$ cat src/rtl/instr_fetch.sv
// Instruction fetch unit: owns the PC, fetches words over a req/ack handshake,
// issues them to decode and applies the branch/jump redirect on acceptance.
module instr_fetch #(
    parameter logic [31:0] RESET_PC = 32'h0000_0000,
    parameter int          TIMEOUT  = 16
) (
    input  logic        clk,
    input  logic        rst,
    output logic        imem_req,
    output logic [31:0] imem_addr,
    input  logic        imem_ack,
    input  logic [31:0] imem_rdata,
    input  logic        stall,
    input  logic        branch_taken,
    input  logic [31:0] branch_offset,
    input  logic        jump,
    input  logic [25:0] jump_target,
    output logic [31:0] instr,
    output logic [5:0]  opcode,
    output logic        instr_valid,
    output logic [31:0] pc,
    output logic [31:0] pc_plus4,
    output logic        fetch_err
);

    typedef enum logic [1:0] {S_IDLE, S_FETCH, S_ISSUE, S_HALT} state_t;

    // Last wait-counter value before the timeout fires; meaningless when TIMEOUT is 0.
    localparam logic [31:0] TO_LAST = 32'(TIMEOUT) - 32'd1;

    state_t      r_state, w_state_nxt;
    logic [31:0] r_pc, w_pc_nxt;
    logic [31:0] r_instr, w_instr_nxt;
    logic [31:0] r_wait_cnt, w_wait_nxt;
    logic        r_fetch_err, w_err_nxt;

    logic [31:0] w_pc_plus4;
    logic [31:0] w_br_target;
    logic [31:0] w_jmp_target;

    assign w_pc_plus4   = r_pc + 32'd4;
    assign w_br_target  = w_pc_plus4 + (branch_offset << 2);
    assign w_jmp_target = {w_pc_plus4[31:28], jump_target, 2'b00};

    always_ff @(posedge clk) begin
        if (rst) begin
            r_state     <= S_IDLE;
            r_pc        <= RESET_PC;
            r_instr     <= 32'h0;
            r_wait_cnt  <= 32'h0;
            r_fetch_err <= 1'b0;
        end else begin
            r_state     <= w_state_nxt;
            r_pc        <= w_pc_nxt;
            r_instr     <= w_instr_nxt;
            r_wait_cnt  <= w_wait_nxt;
            r_fetch_err <= w_err_nxt;
        end
    end

    always_comb begin
        w_state_nxt = r_state;
        w_pc_nxt    = r_pc;
        w_instr_nxt = r_instr;
        w_wait_nxt  = r_wait_cnt;
        w_err_nxt   = r_fetch_err;
        case (r_state)
            S_IDLE: w_state_nxt = S_FETCH;
            S_FETCH: begin
                if (imem_ack) begin
                    w_instr_nxt = imem_rdata;
                    w_wait_nxt  = 32'h0;
                    w_state_nxt = S_ISSUE;
                end else if (TIMEOUT != 0 && r_wait_cnt == TO_LAST) begin
                    w_err_nxt   = 1'b1;
                    w_wait_nxt  = 32'h0;
                    w_state_nxt = S_HALT;
                end else begin
                    w_wait_nxt  = r_wait_cnt + 32'd1;
                end
            end
            S_ISSUE: begin
                // Jump outranks a taken branch when both are asserted.
                if (!stall) begin
                    if (jump)              w_pc_nxt = w_jmp_target;
                    else if (branch_taken) w_pc_nxt = w_br_target;
                    else                   w_pc_nxt = w_pc_plus4;
                    w_state_nxt = S_FETCH;
                end
            end
            default: w_state_nxt = S_HALT;
        endcase
    end

    assign imem_req    = (r_state == S_FETCH);
    assign imem_addr   = r_pc;
    assign instr_valid = (r_state == S_ISSUE);
    assign instr       = r_instr;
    assign opcode      = r_instr[31:26];
    assign pc          = r_pc;
    assign pc_plus4    = w_pc_plus4;
    assign fetch_err   = r_fetch_err;

endmodule

$ cat config.mk
export PLATFORM = sky130hd
export DESIGN_NAME = instr_fetch
export DESIGN_NICKNAME = d
export VERILOG_FILES = /design/src/rtl/instr_fetch.sv
export SDC_FILE = /design/constraint.sdc
export NUM_CORES = 1
export LEC_CHECK = 0
export ABC_AREA = 0
export BUFFER_PORTS_ARGS = -buffer_cell sky130_fd_sc_hd__buf_2
export CAP_MARGIN = 15
export CORE_MARGIN = 1.5
export CORE_UTILIZATION = 48
export CTS_BUF_LIST = sky130_fd_sc_hd__clkbuf_8
export DETAILED_ROUTE_END_ITERATION = 8
export PLACE_DENSITY = 0.92
export SLEW_MARGIN = 0
export SYNTH_ARGS = -nofsm -noshare
export SYNTH_HDL_FRONTEND = slang
export SYNTH_SLANG_ARGS = --single-unit
$ cat constraint.sdc
create_clock -name clk -period 3.8 [get_ports clk]
set_input_delay 0.57 -clock clk [delete_from_list [all_inputs] [get_ports clk]]
set_output_delay 0.57 -clock clk [all_outputs]
set_load 0.02 [all_outputs]
==> impl_metrics.toml <==
[run_status]
outcome = "completed"

[clock_tree]
cts_root_buf = "clkbuf_8"
cts_sinks = 97
htreeDepth = 3
clk_pin_slew_ns = 0.10
tritoncts = "built"
numCtsBuffers = 9
worst_skew_pair.late_latency_ns = 0.37
postCtsHoldBufs = 0
cts_buffer_depth = 2

[power_and_ir_drop]
cellLeakagePower_uw = 0.004083
vdd_drop_max_mv = 0.1570
cellPowerDensity_nw_per_um2 = 268.5
power.total_uw = 2314

[placed_design]
globalplace.congestion = 0.9463
dpl.hpwl_mm = 15.02
io_buffers = 224

[timing]
post-route-period-util = 0.9866
rsz0062_at_grt = "true"
slew_headroom = 0.3757
setup_viol = 0
fin_skew_ns = 0.007552
period_needed_ns = 3.749
maxSlewViolCount = 0
hold_violations = 0
tightestPinTransition_ns = 0.9365
fmax_mhz = 266.7
setup_tns_ns = 0

[yosys]
synthDistinctLibCells = 76
netlist_area_um2 = 6908
syn_inst = 928
synth_top_cell_area_share = 0.2811
yosys_register_bits = 97
yosys_warnings = 0
synth_area_leaders = "dfxtp_1 (28%), nand2_1 (8.6%), a21oi_1 (7.2%)"
synth-main-ff-cell = "dfxtp_1"
seq_area_frac_synth = 0.2811
synthArstFlopShare = 0
avgSynthCellArea_um2 = 7.444
synth_edf_count = 0
yosysTopAreaCell = "dfxtp_1"

[die]
initial_core_util = 0.4938
io_pins = 233
rows = 43
coreArea_um2 = 13990
die_y_um = 123.0
die-width_um = 123.0
dieArea_um2 = 15120

[worst_setup_path]
worstPathRequired_ns = 4.03
start_kind = "flop"
cp_slowest_stage_delay_ns = 0.60
cpMaxStageDelayCell = "or4b_4"
crit_type = "reg -> reg"
path_buf_inv = 0
arrival_ns = 3.98
cp_max_fo = 4
cp_top_family = "simple AND/OR/NAND/NOR gates"
path_cells = "ha_4, nand3_4, nor4_4, nand2_2, xnor2_2, ha_4, and4_1, and2_4, a32oi_4, or4b_4, a21oi_4, o21ai_2, mux2i_1, mux2i_1, xnor2_1, nor2_1"
endpoint_kind = "flop"

[layout]
multi_input_comb_area_um2 = 4674
area_growth_pct = 24.80
layout_commonest_cell = "buf_2"
fill_cells = 1193
register_area_um2 = 1948
layout_common_cells = "buf_2 (224), nand2_1 (156), nor2_1 (96), a21oi_1 (92), dfxtp_1 (92)"
final_nets = 1265
antenna_cells = 0
drive_above_1_share = 0.3207

[worst_hold_path]
worst_hold_path_type = "in -> reg"

[global_routing]
met3_usage = 0.05766
grt_pass1_wl_mm = 31.11
first_global_vias = 6654
top_usage_layer = "met2"
met1_usage = 0.3104
grt_use_total = 0.2558
grt-ovfl-total = 0
use_met2 = 0.4333
grt_max_degree = 87
antenna_found_initial = 0

[drt]
ant_nets = 0
drtPass1Iterations = 5
drt-initial-drc-count = 562
vias = 7534
avgRoutedWirePerCell_um = 15.73
viasPerCell = 5.729
drc = 0
wl_mm = 20.68

[job]
max_cap_violations = 0
per-layer routing:
layer | part of all wire | up-vias | wire length [um]
met1 | 0.40 | 3418 | 8235
met3 | 0.087 | 70 | 1793
met5 | 0 | - | 0
met4 | 0.034 | 0 | 696
met2 | 0.48 | 398 | 9958
li1 | - | 3648 | -
cells in the mapped netlist, types with 3 or more instances:
cell and count:
and2_1 8, and4_1 4, a21oi_1 99, a22oi_1 5
nor2b_1 4, inv_1 15, or3_1 5, o211ai_1 7
nor2_1 99, nand2b_1 7, nor4_1 12, a21o_1 15
o22a_1 3, dfxtp_1 97, a31oi_1 12, clkbuf_8 4
xnor2_1 25, nand4_2 3, a22o_1 3, and3_1 13
clkbuf_1 37, nand3_1 21, a41oi_1 3, a211oi_1 18
xor2_1 25, o31ai_1 3, nand4_1 12, nor3_1 12
a311oi_1 8, a32o_1 4, o21ai_0 51, mux2i_1 6
o21ai_1 4, buf_4 42, nand2_1 158, ha_1 37
registers in the layout (all words and copies together) (netlist names):
signal and cells:
instr 32, r_wait_cnt 32, imem_addr 30, r_state 2, fetch_err 1
through the flow:
| stage | cell area, um^2 | setup slack [ns] | hold WS, ns | utilization | cells |
|---|---|---|---|---|---|
| 2_1_floorplan | 6984 | 0.05012 | 0.4737 | - | 933 |
| 3_3_place_gp | 8104 | 0.05217 | 0.4389 | 0.5793 | 1293 |
| 3_5_place_dp | 8104 | -0.01847 | 0.4444 | 0.5793 | 1293 |
| 4_1_cts | 8337 | 0.03814 | 0.3925 | 0.5960 | 1309 |
| 5_1_grt | 8621 | -0.1330 | 0.4075 | 0.6163 | 1315 |
| 6_report | 8621 | 0.05079 | 0.4144 | 0.6163 | 1315 |
worst paths after layout:
check	start	slack, ns	to	cells after the start
worst max-delay path	imem_addr[3]$_SDFFE_PP0P_	0.05	imem_addr[31]$_SDFFE_PP0P_	16
worst min-delay path	stall	0.41	r_state[0]$_SDFFE_PP0P_	2
worst max register to register	imem_addr[3]$_SDFFE_PP0P_	0.05	imem_addr[31]$_SDFFE_PP0P_	16
worst min register to register	instr[1]$_SDFFE_PP0P_	0.46	instr[1]$_SDFFE_PP0P_	2
power by group:
group / internal (uW) / switching (uW)
Sequential: 1040 / 20.4
Combinational: 206 / 342
Clock: 311 / 390
timing repair:
item / CTS / global route
setup buffers: 1 / 6
resized for setup: 6 / 42
pin swaps: 1 / 18
setup endpoints to repair: 2 / 13
final cells by class:
type                            count  area share
Multi-Input combinational cell    731      0.5422
Sequential cell                    97      0.2260
Timing Repair Buffer              276      0.1753
Tap cell                          180     0.02612
Clock buffer                        9     0.01437
Clock inverter                      6    0.008999
Inverter                           16    0.006967
kinds of logic (layout without fill, tap and decap cells):
family	Yosys count	after routing	synth area share
and+or+nand+nor	377	377	0.2572
other	1	6	0.0005429
xor gates and xnor gates	50	50	0.06339
buffers and inverters	105	307	0.09165
muxes	6	6	0.008694
AOI/OAI and AO/OA	254	254	0.2275
DFF	97	97	0.2811
adders and majority gates	38	38	0.06991
Note: power is estimated with default switching activity, not from simulation.
